## config.mk

```make
export PLATFORM = sky130hd
export DESIGN_NAME = fifo_umbral
export DESIGN_NICKNAME = d
export VERILOG_FILES = /design/src/rtl/fifo_umbral_pkg.sv /design/src/rtl/fifo_umbral_mem.sv /design/src/rtl/fifo_umbral.sv
export SDC_FILE = /design/constraint.sdc
export NUM_CORES = 1
export LEC_CHECK = 0
export CORE_UTILIZATION = 35
export DETAILED_ROUTE_END_ITERATION = 8
export GPL_ROUTABILITY_DRIVEN = 0
export MAX_ROUTING_LAYER = met4
export PLACE_DENSITY = 0.59
export RECOVER_POWER = 100
export SETUP_SLACK_MARGIN = 0.05
export SLEW_MARGIN = 25
export SYNTH_ARGS = -nofsm -noshare
export SYNTH_HDL_FRONTEND = slang
export SYNTH_SLANG_ARGS = --single-unit
```

## constraint.sdc

```tcl
create_clock -name clk -period 4.99 [get_ports clk]
set_input_delay 1.2475 -clock clk [delete_from_list [all_inputs] [get_ports clk]]
set_output_delay 1.2475 -clock clk [all_outputs]
set_load 0.1 [all_outputs]
```

## src/rtl/fifo_umbral_pkg.sv

```systemverilog
// Shared definitions for the switch-datapath FIFOs: default geometry, depth
// derivation and the slot each FIFO instance occupies in the status buses.
package fifo_umbral_pkg;

    localparam int DATA_W_DEFAULT = 6;
    localparam int ADDR_W_DEFAULT = 2;

    // Depth is always a power of two so pointers wrap naturally.
    function automatic int depth_of(input int addr_w);
        return 1 << addr_w;
    endfunction

    // Bit positions inside the FIFO_errors / FIFO_empties buses.
    typedef enum int {
        FIFO_MF  = 0,
        FIFO_VC0 = 1,
        FIFO_VC1 = 2,
        FIFO_D0  = 3,
        FIFO_D1  = 4
    } fifo_slot_e;

    localparam int FIFO_COUNT = 5;

endpackage

```

## src/rtl/fifo_umbral_mem.sv

```systemverilog
// Storage array for fifo_umbral: one synchronous write port, one
// asynchronous read port. Contents are deliberately left unreset; the
// owner registers the read data so the read latency stays at one cycle.
module fifo_umbral_mem
    import fifo_umbral_pkg::*;
#(
    parameter int DATA_W = DATA_W_DEFAULT,
    parameter int ADDR_W = ADDR_W_DEFAULT
) (
    input  logic              clk,
    input  logic              wr_en,
    input  logic [ADDR_W-1:0] wr_addr,
    input  logic [DATA_W-1:0] wr_data,
    input  logic [ADDR_W-1:0] rd_addr,
    output logic [DATA_W-1:0] rd_data
);

    localparam int DEPTH = depth_of(ADDR_W);

    logic [DATA_W-1:0] mem [DEPTH];

    // Write port: store the word on an accepted write.
    always_ff @(posedge clk) begin
        if (wr_en) begin
            mem[wr_addr] <= wr_data;
        end
    end

    // Read port sees pre-edge contents, so a same-edge write is never bypassed.
    assign rd_data = mem[rd_addr];

endmodule

```

## src/rtl/fifo_umbral.sv

```systemverilog
// Single-clock FIFO with run-time almost-full / almost-empty thresholds and
// a sticky overflow/underflow error flag. Pointers, occupancy, flags and the
// error live here; the word storage lives in fifo_umbral_mem.
module fifo_umbral
    import fifo_umbral_pkg::*;
#(
    parameter int DATA_W = DATA_W_DEFAULT,
    parameter int ADDR_W = ADDR_W_DEFAULT
) (
    input  logic              clk,
    input  logic              reset_L,
    input  logic              push,
    input  logic [DATA_W-1:0] data_in,
    input  logic              pop,
    input  logic [ADDR_W:0]   af_thr,
    input  logic [ADDR_W:0]   ae_thr,
    input  logic              err_clr,
    output logic [DATA_W-1:0] data_out,
    output logic              valid_out,
    output logic [ADDR_W:0]   count,
    output logic              empty,
    output logic              full,
    output logic              almost_full,
    output logic              almost_empty,
    output logic              fifo_error
);

    localparam int              DEPTH     = depth_of(ADDR_W);
    localparam logic [ADDR_W:0] DEPTH_CNT = (ADDR_W + 1)'(DEPTH);

    logic [ADDR_W-1:0] wr_ptr_reg;
    logic [ADDR_W-1:0] rd_ptr_reg;
    logic [ADDR_W:0]   count_reg;
    logic [DATA_W-1:0] data_out_reg;
    logic              valid_out_reg;
    logic              error_reg;

    logic              pop_acc;
    logic              push_acc;
    logic              violation;
    logic [DATA_W-1:0] rd_data;

    // Flags derive from the registered occupancy; thresholds are compared live,
    // so out-of-range thresholds saturate the almost_* flags naturally.
    assign empty        = (count_reg == '0);
    assign full         = (count_reg == DEPTH_CNT);
    assign almost_full  = (count_reg >= af_thr);
    assign almost_empty = (count_reg <= ae_thr);

    assign count      = count_reg;
    assign data_out   = data_out_reg;
    assign valid_out  = valid_out_reg;
    assign fifo_error = error_reg;

    // Accept decisions: a pop frees a slot on a full FIFO, but a push on an
    // empty FIFO cannot feed the same-cycle pop.
    always_comb begin
        pop_acc   = 1'b0;
        push_acc  = 1'b0;
        violation = 1'b0;
        pop_acc   = pop && !empty;
        push_acc  = push && (!full || pop_acc);
        violation = (pop && empty) || (push && full && !pop);
    end

    fifo_umbral_mem #(
        .DATA_W (DATA_W),
        .ADDR_W (ADDR_W)
    ) u_mem (
        .clk     (clk),
        .wr_en   (push_acc),
        .wr_addr (wr_ptr_reg),
        .wr_data (data_in),
        .rd_addr (rd_ptr_reg),
        .rd_data (rd_data)
    );

    // Pointer and occupancy bookkeeping.
    always_ff @(posedge clk or negedge reset_L) begin
        if (!reset_L) begin
            wr_ptr_reg <= '0;
            rd_ptr_reg <= '0;
            count_reg  <= '0;
        end else begin
            if (push_acc) begin
                wr_ptr_reg <= wr_ptr_reg + 1'b1;
            end
            if (pop_acc) begin
                rd_ptr_reg <= rd_ptr_reg + 1'b1;
            end
            case ({push_acc, pop_acc})
                2'b10:   count_reg <= count_reg + 1'b1;
                2'b01:   count_reg <= count_reg - 1'b1;
                default: count_reg <= count_reg;
            endcase
        end
    end

    // Registered read data: capture on an accepted pop, otherwise hold.
    always_ff @(posedge clk or negedge reset_L) begin
        if (!reset_L) begin
            data_out_reg  <= '0;
            valid_out_reg <= 1'b0;
        end else begin
            valid_out_reg <= pop_acc;
            if (pop_acc) begin
                data_out_reg <= rd_data;
            end
        end
    end

    // Sticky error: a new violation takes priority over a clear request.
    always_ff @(posedge clk or negedge reset_L) begin
        if (!reset_L) begin
            error_reg <= 1'b0;
        end else if (violation) begin
            error_reg <= 1'b1;
        end else if (err_clr) begin
            error_reg <= 1'b0;
        end
    end

endmodule

```

# Word-level counts from Yosys, hierarchy flattened
# Memories as Yosys holds them, arrays and structs flattened. A register that Yosys moved wholly into a read port is not among the register bits.
# Index checks and enable logic that the tools add are counted.
# op_classes
addsub,4
order_cmp,2
eq_ne,3
muxes,5
reduce_logical,14
# ops
cell,n
one-hot mux 3 bit (2 select lines),1
logical AND 1 bit,5
adder 2 x 1 -> 2 bit (second input constant),2
logical NOT 1 bit,4
two-way mux 1 bit,4
nonzero test 2 bit,2
adder 3 x 1 -> 3 bit (second input constant),1
== test 3 bit (second input constant),1
>= comparator 3 bit,1
<= comparator 3 bit,1
logical NOT 3 bit,1
subtractor 3 x 1 -> 3 bit (second input constant),1
== test 2 x 1 -> 1 bit (second input constant),1
== test 2 bit (second input constant),1
logical OR 1 bit,2
# totals
register_bits,9
ram_bits,24
inputBits,17
output_inout_bits,15
wordCells,34
mem_count,1
# memory_table
memory,words,width,read_ports,rd_ports_with_merged_regs,wr,line,rtl
u_mem.mem,4,6,1,1,1,fifo_umbral_mem.sv:20,logic [DATA_W-1:0] mem [DEPTH];

# Logic depth before layout (Yosys ltp)
# logic_depth
depth_word,7
mapped_depth,8
mapped_depth_nobuf,6

# Hierarchy
# From an unflattened synthesis, not the netlist that was laid out.
# hier_totals
hier_cells,122
hier_area_um2,1843.0
# modules_own_cells
module,n_inst,cells_per_inst,area_each_um2,seq_area_each_um2
fifo_umbral,1,87,944.7,375.4
fifo_umbral_mem,1,35,898.4,720.7

# Worst setup path after synthesis
# No wires, ideal clock.
# synth_timing
path_kind,in2out
from,input ae_thr[1]
to,output almost_empty
t_arrival_ns,3.940
required_time_ns,3.743
setup_slack_ns,-0.197
cell_stages,5
n_path_buf,0
path_cell_list,inv_1 ha_1 nor2b_1 o21a_1 o21ai_0
# synth_via
elab_chain_len,1
# synth_rtl
element,line,rtl
"start, declared",fifo_umbral.sv:16,"input logic [ADDR_W:0] ae_thr,"
<= comparator 3 bit,fifo_umbral.sv:48,assign almost_empty = (count_reg <= ae_thr);
"end, declared",fifo_umbral.sv:24,"output logic almost_empty,"
# No other way between the ends.

# Worst setup path after layout
# layout_timing
from,input af_thr[0]
to,output almost_full
# layout_via
elab_chain_len,1
# layout_rtl
element,line,rtl
"start, declared",fifo_umbral.sv:15,"input logic [ADDR_W:0] af_thr,"
>= comparator 3 bit,fifo_umbral.sv:47,assign almost_full = (count_reg >= af_thr);
"end, declared",fifo_umbral.sv:23,"output logic almost_full,"
# No other way between the ends.

==> reports/metrics.yaml <==
logic_synthesis:
  yosys_warnings: 0
  avgSynthCellArea_um2: 14.81
  yosysUniqueCellTypes: 40
  yosys_most_used_dff: "edfxtp_1"
  synth_edf_count: 24
  yosysSeqAreaShare_pct: 58.75
  netlist_instances: 126
  syn-num-nets: 154
  synth_common_cells: "24 x edfxtp_1, 15 x dfrtp_1, 11 x inv_1"
  yosysTopAreaCell: "edfxtp_1"
  yosysMostFrequentCell: "edfxtp_1"
  netlist_area_mm2: 0.001866
  synthDominantCellAreaShare_pct: 38.63
  ys_ff_latch: 39
  synth_area_leaders: "edfxtp_1 39%, dfrtp_1 20%, mux4_2 7.2%"
  async_reset_ff_share_pct: 38.46
timing:
  setup_violations: 0
  finalMaxSlewViolations: 0
  fin_crit_ps: 4323
  finClkSkew_ps: 7.400
  fin_ws_ps: 666.9
  grt_setup_unrepaired: "false"
  worstMarginPinSlew_ps: 1159
  fin_crit_sh_pct: 86.63
  clock.fmax_mhz: 231.3
  max_slew_margin_pct: 23.05
  finalSetupTns_ps: 0
  hold_violations: 0
clock_tree:
  post-cts-setup-buffers: 0
  cts_root_buf: "clkbuf_8"
  cts_tree: "yes"
  hold_buffers: 0
  cts.repair.resized: 0
  ctsHtreeMaxLevel: 2
  clk_path_buf_depth: 2
  worstSkewPairLatency_ps: 290
  clock_sinks: 39
  numCtsBuffers: 5
  clk_transition_reported_paths_ps: 70
setup_path:
  slowest_delay_ps: 850
  crit_top_cell: "a21o_1"
  cp_max_fo: 1
  worst_setup_path_start_kind: "primary input"
  crit_type: "in -> out"
  path_cells: "clkdlybuf4s50_1, ha_1, nand2b_1, a21o_1, a21o_1, clkbuf_1"
  cp_data_arrival_time_ps: 3080
  end_kind: "output port"
  cpMaxStageDelayCell: "clkbuf_1"
  cp.required_ps: 3740
floorplan:
  core_mm2: 0.005107
  fp.dieH_um: 75.01
  num_io_pins: 32
  num_rows: 26
  dieWidth_um: 75.01
  initial_utilization_pct: 36.53
  die_area_mm2: 0.005626
final_layout:
  synthToLayoutAreaGrowth_pct: 22.13
  drive_above_1_share_pct: 15.19
  antenna-diode-count: 0
  stdcell_count: 228
  largest_reg_flops: 24
  nets: 185
  fin_util_pct: 44.61
global_route:
  grt_pass1_vias: 1129
  grt.total_usage_pct: 13.65
  gr-total-overflow: 0
  grt_pass1_wl_mm: 5.181
  grt_antenna_before_repair: 0
  grt_max_degree: 16
placement:
  post-place-ws_ps: 1002
  dp_hpwl_mm: 2.216
  numPortBuffers: 31
  dp_cells: 220
status:
  status: "complete, no violations"
route:
  num_vias: 1066
  final_antenna_net_count: 0
  viasPerCell: 4.675
  wirelength_mm: 3.089
  first_pass_iters: 4
  route.detailed.drc: 0
  first_iter_violations: 90
  routedWlPerCell_um: 13.55
flow_run:
  drv_cap: 0
worst_hold_path:
  hold_path.class: "reg -> reg"
[cells by family (layout without fill, tap and decap cells)]
family,count (synthesis),count (layout),synth area share (%)
AO/OA/AOI/OAI,16,16,6.976
XOR/XNOR,4,4,1.878
adder cells (fa/ha/maj),11,11,7.780
buffers and inverters,18,50,4.762
flip-flops,39,39,58.75
multiplexers,14,14,12.21
AND/OR/NAND/NOR,24,24,7.646
[metal layers]
| layer | GRT usage (%) | wire [um] | vias to the layer above |
|---|---|---|---|
| li1 | - | - | 518 |
| met1 | 14.39 | 1355 | 523 |
| met2 | 23.12 | 1551 | 20 |
| met3 | 4.150 | 108 | 5 |
| met4 | 6.918 | 73 | 0 |
| met5 | - | 0 | - |
[stage by stage]
stage	area (um2)	hold WS [ps]
global placement	2211	492.2
finish	2278	506.8
global route	2278	532.8
CTS	2296	517.3
detailed placement	2211	500.3
floorplan	1866	534.8
[layout by cell type, fill, tap and decap left out, drive strengths merged, types with 2 or more instances in the layout]
| master | n |
|---|---|
| edfxtp | 24 |
| dlygate4sd3 | 22 |
| dfrtp | 15 |
| inv | 11 |
| ha | 10 |
| clkdlybuf4s50 | 7 |
| mux2 | 7 |
| clkbuf | 7 |
| mux4 | 6 |
| a21o | 5 |
| nand2 | 4 |
| nor2 | 4 |
| and2 | 4 |
| and3b | 3 |
| nor2b | 2 |
| xnor2 | 2 |
| xor2 | 2 |
| nor3 | 2 |
| o31a | 2 |
| o21ai | 2 |
[final timing paths]
check	end	slack (ps)	from	cells past startpoint
worst max-delay path	almost_full	670	af_thr[0]	6
worst min-delay path	data_out[4]$_DFFE_PN0N_	510	data_out[4]$_DFFE_PN0N_	1
worst max register to register	count[2]$_DFFE_PN0P_	2640	count[2]$_DFFE_PN0P_	6
worst min register to register	data_out[4]$_DFFE_PN0N_	510	data_out[4]$_DFFE_PN0N_	1
max in group asynchronous	fifo_error$_DFFE_PN0P_	3090	reset_L	1
min in group asynchronous	data_out[2]$_DFFE_PN0N_	1450	reset_L	1
[final cells by class]
class	instances	area, um2
inverter	11	41.29
fill	475	2829
timing repair buffer	31	301.5
multi-input combinational	69	666.9
tap	70	87.58
sequential	39	1096
clock buffer	6	72.57
clock inverter	2	12.51
[critical path: cells and delay by family]
| kind | cells | cell delay [ps] |
|---|---|---|
| AOI/OAI and AO/OA | 2 | 220 |
| adders and majority gates | 1 | 270 |
| and+or+nand+nor | 1 | 90 |
| buffers and inverters | 2 | 1250 |
Power is left out: the tool's default activity adds up to more than one toggle a clock period on the data nets, which glitch-free logic cannot reach.
